<file path="config.mk">
export PLATFORM = sky130hd
export DESIGN_NAME = idex_pipe_reg
export DESIGN_NICKNAME = d
export VERILOG_FILES = /design/src/rtl/idex_pipe_reg_pkg.sv /design/src/rtl/idex_pipe_reg_ctrl_slot.sv /design/src/rtl/idex_pipe_reg.sv
export SDC_FILE = /design/constraint.sdc
export NUM_CORES = 1
export LEC_CHECK = 0
export ABC_AREA = 1
export ABC_CLOCK_PERIOD_IN_PS = 2300
export BUFFER_PORTS_ARGS = -buffer_cell sky130_fd_sc_hd__buf_2
export CORE_MARGIN = 1
export CORE_UTILIZATION = 50
export DETAILED_ROUTE_END_ITERATION = 10
export PLACE_DENSITY = 0.86
export SLEW_MARGIN = 20
export SYNTH_ARGS = -nofsm -noshare
export SYNTH_HDL_FRONTEND = slang
export SYNTH_SLANG_ARGS = --single-unit
</file>
<file path="constraint.sdc">
create_clock -name clk -period 2.3 [get_ports clk]
set_input_delay 0.115 -clock clk [delete_from_list [all_inputs] [get_ports clk]]
set_output_delay 0.115 -clock clk [all_outputs]
set_load 0.01 [all_outputs]
</file>
<file path="src/rtl/idex_pipe_reg_pkg.sv">
// Shared widths, control-bit indices and the bubble constant for the pipeline registers.
// Build option: LOAD_USE_DETECT_EN enables in-block load-use hazard detection.
package idex_pipe_reg_pkg;

   localparam int DATA_W_D    = 32;
   localparam int RADDR_W_D   = 5;
   localparam int FUNCT_W_D   = 6;
   localparam int EXCTRL_W_D  = 4;
   localparam int MEMCTRL_W_D = 2;
   localparam int WBCTRL_W_D  = 2;

   localparam int MEMRD_BIT    = 1;
   localparam int MEMWR_BIT    = 0;
   localparam int REGWR_BIT    = 1;
   localparam int MEMTOREG_BIT = 0;

   // Wide enough for any stage's concatenated control bundle.
   localparam int CTRL_MAX_W = 64;
   localparam logic [CTRL_MAX_W-1:0] ZERO_CTRL = '0;

endpackage

</file>
<file path="src/rtl/idex_pipe_reg_ctrl_slot.sv">
// Valid bit plus control bundle with rst > flush > stall > load priority.
// A killed or invalid slot carries an all-zero bundle, so it has no side effects.
module pipe_ctrl_slot
   import idex_pipe_reg_pkg::*;
#(
   parameter int CTRL_W = 9
) (
   input  logic              clk,
   input  logic              rst,
   input  logic              stall,
   input  logic              flush,
   input  logic              i_valid,
   input  logic [CTRL_W-1:0] i_ctrl,
   output logic              o_valid,
   output logic [CTRL_W-1:0] o_ctrl
);

   logic              r_valid;
   logic [CTRL_W-1:0] r_ctrl;

   always_ff @(posedge clk) begin
      if (rst) begin
         r_valid <= 1'b0;
         r_ctrl  <= ZERO_CTRL[CTRL_W-1:0];
      end else if (flush) begin
         r_valid <= 1'b0;
         r_ctrl  <= ZERO_CTRL[CTRL_W-1:0];
      end else if (!stall) begin
         r_valid <= i_valid;
         r_ctrl  <= i_valid ? i_ctrl : ZERO_CTRL[CTRL_W-1:0];
      end
   end

   assign o_valid = r_valid;
   assign o_ctrl  = r_ctrl;

endmodule

</file>
<file path="src/rtl/idex_pipe_reg.sv">
// ID/EX pipeline register with valid, stall, flush and optional load-use bubble.
// Build option: LOAD_USE_DETECT_EN enables in-block load-use hazard detection.
module idex_pipe_reg
   import idex_pipe_reg_pkg::*;
#(
   parameter int DATA_W    = DATA_W_D,
   parameter int RADDR_W   = RADDR_W_D,
   parameter int FUNCT_W   = FUNCT_W_D,
   parameter int EXCTRL_W  = EXCTRL_W_D,
   parameter int MEMCTRL_W = MEMCTRL_W_D,
   parameter int WBCTRL_W  = WBCTRL_W_D
) (
   input  logic                 clk,
   input  logic                 rst,
   input  logic                 stall,
   input  logic                 flush,
   input  logic                 id_valid,
   input  logic [DATA_W-1:0]    readData1,
   input  logic [DATA_W-1:0]    readData2,
   input  logic [DATA_W-1:0]    offset,
   input  logic [RADDR_W-1:0]   rs,
   input  logic [RADDR_W-1:0]   rt,
   input  logic [RADDR_W-1:0]   rd,
   input  logic [RADDR_W-1:0]   shamt,
   input  logic [FUNCT_W-1:0]   funct,
   input  logic [EXCTRL_W-1:0]  exctrl,
   input  logic [MEMCTRL_W-1:0] memCtrl,
   input  logic [WBCTRL_W-1:0]  wbctrl,
   input  logic                 Branch_D,
   output logic                 IDEX_valid,
   output logic [DATA_W-1:0]    IDEX_readData1,
   output logic [DATA_W-1:0]    IDEX_readData2,
   output logic [DATA_W-1:0]    IDEX_offset,
   output logic [RADDR_W-1:0]   IDEX_rs,
   output logic [RADDR_W-1:0]   IDEX_rt,
   output logic [RADDR_W-1:0]   IDEX_rd,
   output logic [RADDR_W-1:0]   IDEX_shamt,
   output logic [FUNCT_W-1:0]   IDEX_funct,
   output logic [EXCTRL_W-1:0]  IDEX_exctrl,
   output logic [MEMCTRL_W-1:0] IDEX_memCtrl,
   output logic [WBCTRL_W-1:0]  IDEX_wbctrl,
   output logic                 IDEX_Branch,
   output logic                 load_use_hazard
);

   localparam int CTRL_W = EXCTRL_W + MEMCTRL_W + WBCTRL_W + 1;
   localparam int WB_LO  = 1;
   localparam int MEM_LO = WB_LO + WBCTRL_W;
   localparam int EX_LO  = MEM_LO + MEMCTRL_W;

   logic              w_kill;
   logic              w_valid;
   logic [CTRL_W-1:0] w_ctrl_in;
   logic [CTRL_W-1:0] w_ctrl;

   logic [DATA_W-1:0]  r_rd1;
   logic [DATA_W-1:0]  r_rd2;
   logic [DATA_W-1:0]  r_off;
   logic [RADDR_W-1:0] r_rs;
   logic [RADDR_W-1:0] r_rt;
   logic [RADDR_W-1:0] r_rd;
   logic [RADDR_W-1:0] r_shamt;
   logic [FUNCT_W-1:0] r_funct;

`ifdef LOAD_USE_DETECT_EN
   assign load_use_hazard = w_valid
                          & w_ctrl[MEM_LO + MEMRD_BIT]
                          & (r_rt != '0)
                          & id_valid
                          & ((r_rt == rs) | (r_rt == rt));
`else
   assign load_use_hazard = 1'b0;
`endif

   // A load-use bubble kills the slot exactly like a flush.
   assign w_kill    = flush | load_use_hazard;
   assign w_ctrl_in = {exctrl, memCtrl, wbctrl, Branch_D};

   pipe_ctrl_slot #(
      .CTRL_W (CTRL_W)
   ) u_ctrl (
      .clk     (clk),
      .rst     (rst),
      .stall   (stall),
      .flush   (w_kill),
      .i_valid (id_valid),
      .i_ctrl  (w_ctrl_in),
      .o_valid (w_valid),
      .o_ctrl  (w_ctrl)
   );

   // Datapath fields still load on a kill so their contents stay deterministic.
   always_ff @(posedge clk) begin
      if (rst) begin
         r_rd1   <= '0;
         r_rd2   <= '0;
         r_off   <= '0;
         r_rs    <= '0;
         r_rt    <= '0;
         r_rd    <= '0;
         r_shamt <= '0;
         r_funct <= '0;
      end else if (w_kill || !stall) begin
         r_rd1   <= readData1;
         r_rd2   <= readData2;
         r_off   <= offset;
         r_rs    <= rs;
         r_rt    <= rt;
         r_rd    <= rd;
         r_shamt <= shamt;
         r_funct <= funct;
      end
   end

   assign IDEX_valid     = w_valid;
   assign IDEX_readData1 = r_rd1;
   assign IDEX_readData2 = r_rd2;
   assign IDEX_offset    = r_off;
   assign IDEX_rs        = r_rs;
   assign IDEX_rt        = r_rt;
   assign IDEX_rd        = r_rd;
   assign IDEX_shamt     = r_shamt;
   assign IDEX_funct     = r_funct;
   assign IDEX_exctrl    = w_ctrl[EX_LO +: EXCTRL_W];
   assign IDEX_memCtrl   = w_ctrl[MEM_LO +: MEMCTRL_W];
   assign IDEX_wbctrl    = w_ctrl[WB_LO +: WBCTRL_W];
   assign IDEX_Branch    = w_ctrl[0];

endmodule

</file>
-- Yosys cells after proc, flatten, opt, wreduce, memory -nomap -nowiden
Index checks and enable logic that the tools add are counted.
- bits in registers: 132
- input port bits: 136
- output and inout port bits: 133
- word-level logic and storage cells: 14
- mux-type cells: 1
- reductions and logical operators: 3
- operator list (cell ; count):
    $mux 9 ; 1
    $reduce_or 2->1 ; 1
    $logic_not 1->1 ; 1
    $logic_or 1x1->1 ; 1

-- Logic depth before layout (Yosys ltp)
- depth in word-level cells: 2
- mapped depth: 7
- depth with buffers taken out: 4

-- Hierarchy
From an unflattened synthesis, not the netlist that was laid out.
- cells, all modules: 836
- area total of the unflattened synthesis: 5586.6 µm²
- modules (own cells, without submodules) (module ; times used ; cells an instance ; area each (µm²) ; sequential area each (µm²)):
    idex_pipe_reg ; 1 ; 791 ; 5181.2 ; 2442.3
    pipe_ctrl_slot ; 1 ; 45 ; 405.4 ; 200.2

-- Worst setup path before layout
OpenSTA, ideal clock, no wires.
- path kind: input to register
- start: in stall
- end: reg r_off[10], in the netlist IDEX_offset[10]
- setup time: 0.113 ns
- arrival: 0.774 ns
- data required time: 2.187 ns
- setup slack: 1.413 ns
- stages on the path: 7
- path buffers: 3
- cell sequence: buf_2 -> inv_2 -> nor2_4 -> buf_4 -> buf_4 -> nor2_1 -> nor2_1
- cells in the longest elaborated chain, start to end: 2
- ends and longest elaborated chain (item ; line ; source):
    start, declared ; idex_pipe_reg.sv:15 ; input logic stall,
    $logic_not 1->1 ; idex_pipe_reg.sv:103 ; end else if (w_kill || !stall) begin
    $logic_or 1x1->1 ; idex_pipe_reg.sv:103 ;
    end signal, assigned ; idex_pipe_reg.sv:106 ; r_off <= offset;
    end, declared ; idex_pipe_reg.sv:58 ; logic [DATA_W-1:0] r_off;
No other way between the ends.
A chain may end at the register's enable or synchronous reset.

-- Worst setup path after layout
- start: in id_valid
- end: reg u_ctrl.r_ctrl[0], in the netlist u_ctrl.o_ctrl[0]
- cells in the longest elaborated chain, start to end: 1
- ends and longest elaborated chain (item ; line ; source):
    start, declared ; idex_pipe_reg.sv:17 ; input logic id_valid,
    $mux 9 ; idex_pipe_reg_ctrl_slot.sv:30 ; r_ctrl <= i_valid ? i_ctrl : ZERO_CTRL[CTRL_W-1:0];
    end signal, assigned ; idex_pipe_reg_ctrl_slot.sv:24 ; r_ctrl <= ZERO_CTRL[CTRL_W-1:0];
    end signal, assigned ; idex_pipe_reg_ctrl_slot.sv:27 ; r_ctrl <= ZERO_CTRL[CTRL_W-1:0];
    end signal, assigned ; idex_pipe_reg_ctrl_slot.sv:30 ;
    end, declared ; idex_pipe_reg_ctrl_slot.sv:19 ; logic [CTRL_W-1:0] r_ctrl;
No other way between the ends.

==> impl_results.md <==
- Status: complete, no violations
- # clock sinks: ~130
- Flip-flop and latch count after synthesis: between 100 and 150
- Reg clk slew, reported paths: 0.06 ns
- Clock power share: 0.404
- Worst path bufs/invs: 4
- Avg Cell Area, Syn: 6.634 µm²
- Commonest cells after routing, fill and taps aside: 266 x buf_2, 244 x nor2_1, 144 x dlygate4sd3_1, 134 x nand2_1, 132 x dfxtp_1
- Inserted Clock Buffers: 17
- Sequential Area: 2643 µm²
- CP max FO: 10
- Crit path max-delay family: buffers and inverters
- Setup TNS: 0 ns
- Yosys cell types: 14
- Largest family of logic cells by synthesized area: simple AND/OR/NAND/NOR gates
- CP Launch Type: primary input
- Mux share of post-synthesis cell area: 0
- Crit path kind: primary input to register
- Syn Inst Count: 835
- P&R area growth vs syn: 59.41%
- PortBufs: 267
- Syn_nets: 971
- Worst stage delay on the critical path: 0.59 ns
- Routability congestion estimate: between 0.7 and 0.8
- VDD IR max: 0.5716 mV
- Setup ws final: 0.4430 ns
- Register share of total power: 0.415
- Pre-CTS WS: 0.8274 ns
- Final nets: 1352
- Synth Area in XOR/XNOR: 0
- Switch share: 0.2664
- First-pass GRT wire length: 32.62 mm
- Die height: 107.3 µm
- Post-DP Area: about 6900 µm²
- Die area: 11500 µm²
- Final period util: 0.8074
- Sequential area share after synthesis: 0.4771
- Filler cells: 558
- Yosys top cell by area: dfxtp_1
- Final WL: 21.41 mm
- Worst R2R Setup Slack: 1.06 ns
- H-tree depth: 4
- Max_cap viols: 0
- Crit path DAT: ~2.3 ns
- Post-Syn Area: around 5500 µm²
- DIE WIDTH: 107.3 µm
- Clk_lat worst skew: approximately 0.52 ns
- Crit Reg-Reg Startpoint: u_ctrl.o_ctrl[0]$_SDFFE_PP0N_
- Internal Power: 4493 µW
- Vias per std cell: 5.229
- Final Max Tran Viols: 0
- Minimum clock period: between 1.5 and 2 ns
- DR iter-0 viols: 694
- Crit path to: u_ctrl.o_ctrl[0]$_SDFFE_PP0N_
- Leak: 0.004633 µW
- Dpl hpwl: between 9 and 10 mm
- CP Data Required Time: 2.76 ns
- Tightest Hold Check Type: primary input to register
- P_sw: about 1600 µW
- Vias in the first global route: 6940
- CP Capture Type: register
- Adder-cell share of the synthesized area: 0
- Fmax: 538.5 MHz
- Routed vias: 7133
- Post-DRT Antenna Nets: 0
- Multi-input logic area: ~2100 µm²
- Root buf cell: clkbuf_8
- Yosys warning total: 0
- Gr ovfl total: 0
- Share of post-route cells with drive strength above 1: 0.2500
- Initial antenna violation count: 0
- Compound-cell area share of the yosys netlist: 0.009035
- Final setup violating endpoints: 0
- Worst clock skew: 0 ns
- Levels on crit path: 6
- Largest net degree at the start of global routing: 133
- CP max-delay cell: dlygate4sd3_1
- Placement Rows: 38
- Core area: approximately 11000 µm²
- Yosys top cell area share: 0.4771
- Initial core utilization: 0.5132
- Reg2Reg Capture Point: u_ctrl.o_ctrl[0]$_SDFFE_PP0N_
- Combinational Power Share: 0.181
- GRT Util Overall: 0.3668
- Crit path top cell by count: dlygate4sd3_1
- Post-route DRC: 0
- Top-Level Pins: approximately 270
- Drt first pass iters: 8
- Diodes inserted: 0
- Mean routed wirelength per cell: 15.70 µm
- CTS tree: built
- Most common cell after layout, fill and taps aside: buf_2
- CP cell instances: dlygate4sd3_1 > buf_2 > nand3_1 > dlygate4sd3_1 > a21oi_1 > dlygate4sd3_1
- Final Hold Fails: 0
- Post-CTS Setup Bufs: 0
- Worst R2R Path Depth: 3
- CTS max path bufs: 2
- CP startpoint: id_valid
- Design Area, Final: approximately 8800 µm²
- RSZ-0062 raised after global routing: no
- Tightest Pin Transition: 0.7139 ns
- Synth Area in Simple Gates: 0.3766
- PD cells: 693.7 nW/µm²
- Top cells by area, synth: dfxtp_1 48%, nor2_1 17%, nand3_1 12%, nand2_1 9.1%, inv_1 8.3%
- Rel. slew slack: 0.5241
==> cells in the mapped netlist, drive strengths merged <==
cell and number:
nor2 245, nand2 134, dfxtp 132, nand3 131, inv 124, buf 46, clkbuf 11, a21oi 10
clkinv 1, conb 1
==> cell type report <==
| class | instances | area share |
|---|---|---|
| Clock buffer | 22 | 0.05470 |
| Inverter | 125 | 0.05342 |
| Tap cell | 140 | 0.01984 |
| Clock inverter | 5 | 0.005952 |
| Timing Repair Buffer | 419 | 0.3245 |
| Multi-Input combinational cell | 521 | 0.2423 |
| Sequential cell | 132 | 0.2993 |
==> through the flow <==
step                cells  power, µW  hold slack, ns    util
floorplan             835       3065          0.2499       -
global placement     1193       3387          0.3348  0.6349
detailed placement   1193       3407          0.3392  0.6349
CTS                  1364       6037         0.07891  0.8181
global route         1364       6350          0.1155  0.8181
finish               1364       6125          0.1133  0.8181
==> logic make-up (layout without fill, tap and decap cells) <==
family / Yosys count / in the layout
simple gates: 510 / 510
buf+inv: 182 / 571
flops: 132 / 132
compound gates: 10 / 10
other cells: 1 / 1
==> metal layers <==
metal | wire, µm | vias to the layer above | track usage
li1 | - | 3242 | -
met1 | 7432 | 3198 | 0.3674
met2 | 10420 | 557 | 0.6323
met3 | 2212 | 136 | 0.1241
met4 | 1339 | 0 | 0.2691
met5 | 0 | - | 0
==> power by group through the flow <==
| stage | logic (µW) | clock network [µW] | registers (µW) |
|---|---|---|---|
| 5_1_grt | 1200 | 2600 | 2550 |
| 2_1_floorplan | 417 | 0 | 2650 |
| 6_report | 1110 | 2480 | 2540 |
| 3_5_place_dp | 837 | 0 | 2570 |
| 3_3_place_gp | 824 | 0 | 2560 |
| 4_1_cts | 1030 | 2490 | 2520 |
==> worst register-to-register path: stages, from the launching register on <==
cell and delay (ns):
dfxtp_1 0.34, nand2_1 0.06, a21oi_1 0.21, dlygate4sd3_1 0.57
==> worst min path at each step <==
stage                from                       endpoint  slack (ns)  cells past startpoint
2_1_floorplan    funct[0]     IDEX_funct[0]$_SDFFE_PP0P_        0.25                      2
3_3_place_gp   offset[21]   IDEX_offset[21]$_SDFFE_PP0P_        0.33                      3
5_1_grt               rst  u_ctrl.o_ctrl[1]$_SDFFE_PP0N_        0.12                      5
3_5_place_dp   offset[13]   IDEX_offset[13]$_SDFFE_PP0P_        0.34                      3
6_report              rst  u_ctrl.o_ctrl[4]$_SDFFE_PP0N_        0.11                      5
4_1_cts               rst  u_ctrl.o_ctrl[6]$_SDFFE_PP0N_        0.08                      5
==> registers in the layout, summed over array words and instances (netlist names) <==
name and count:
IDEX_offset 32, IDEX_readData2 32, IDEX_rs 5, u_ctrl.o_valid 1, IDEX_rd 5, IDEX_shamt 5
IDEX_rt 5, u_ctrl.o_ctrl 9, IDEX_funct 6, IDEX_readData1 32
==> timing repair <==
| action | 4_1_cts | 5_1_grt |
|---|---|---|
| endpoints found under the hold margin | 132 | 0 |
| gates resized for setup | 0 | 0 |
| hold buffers | 144 | 0 |
No activity file was read; power rests on OpenSTA's default activity.
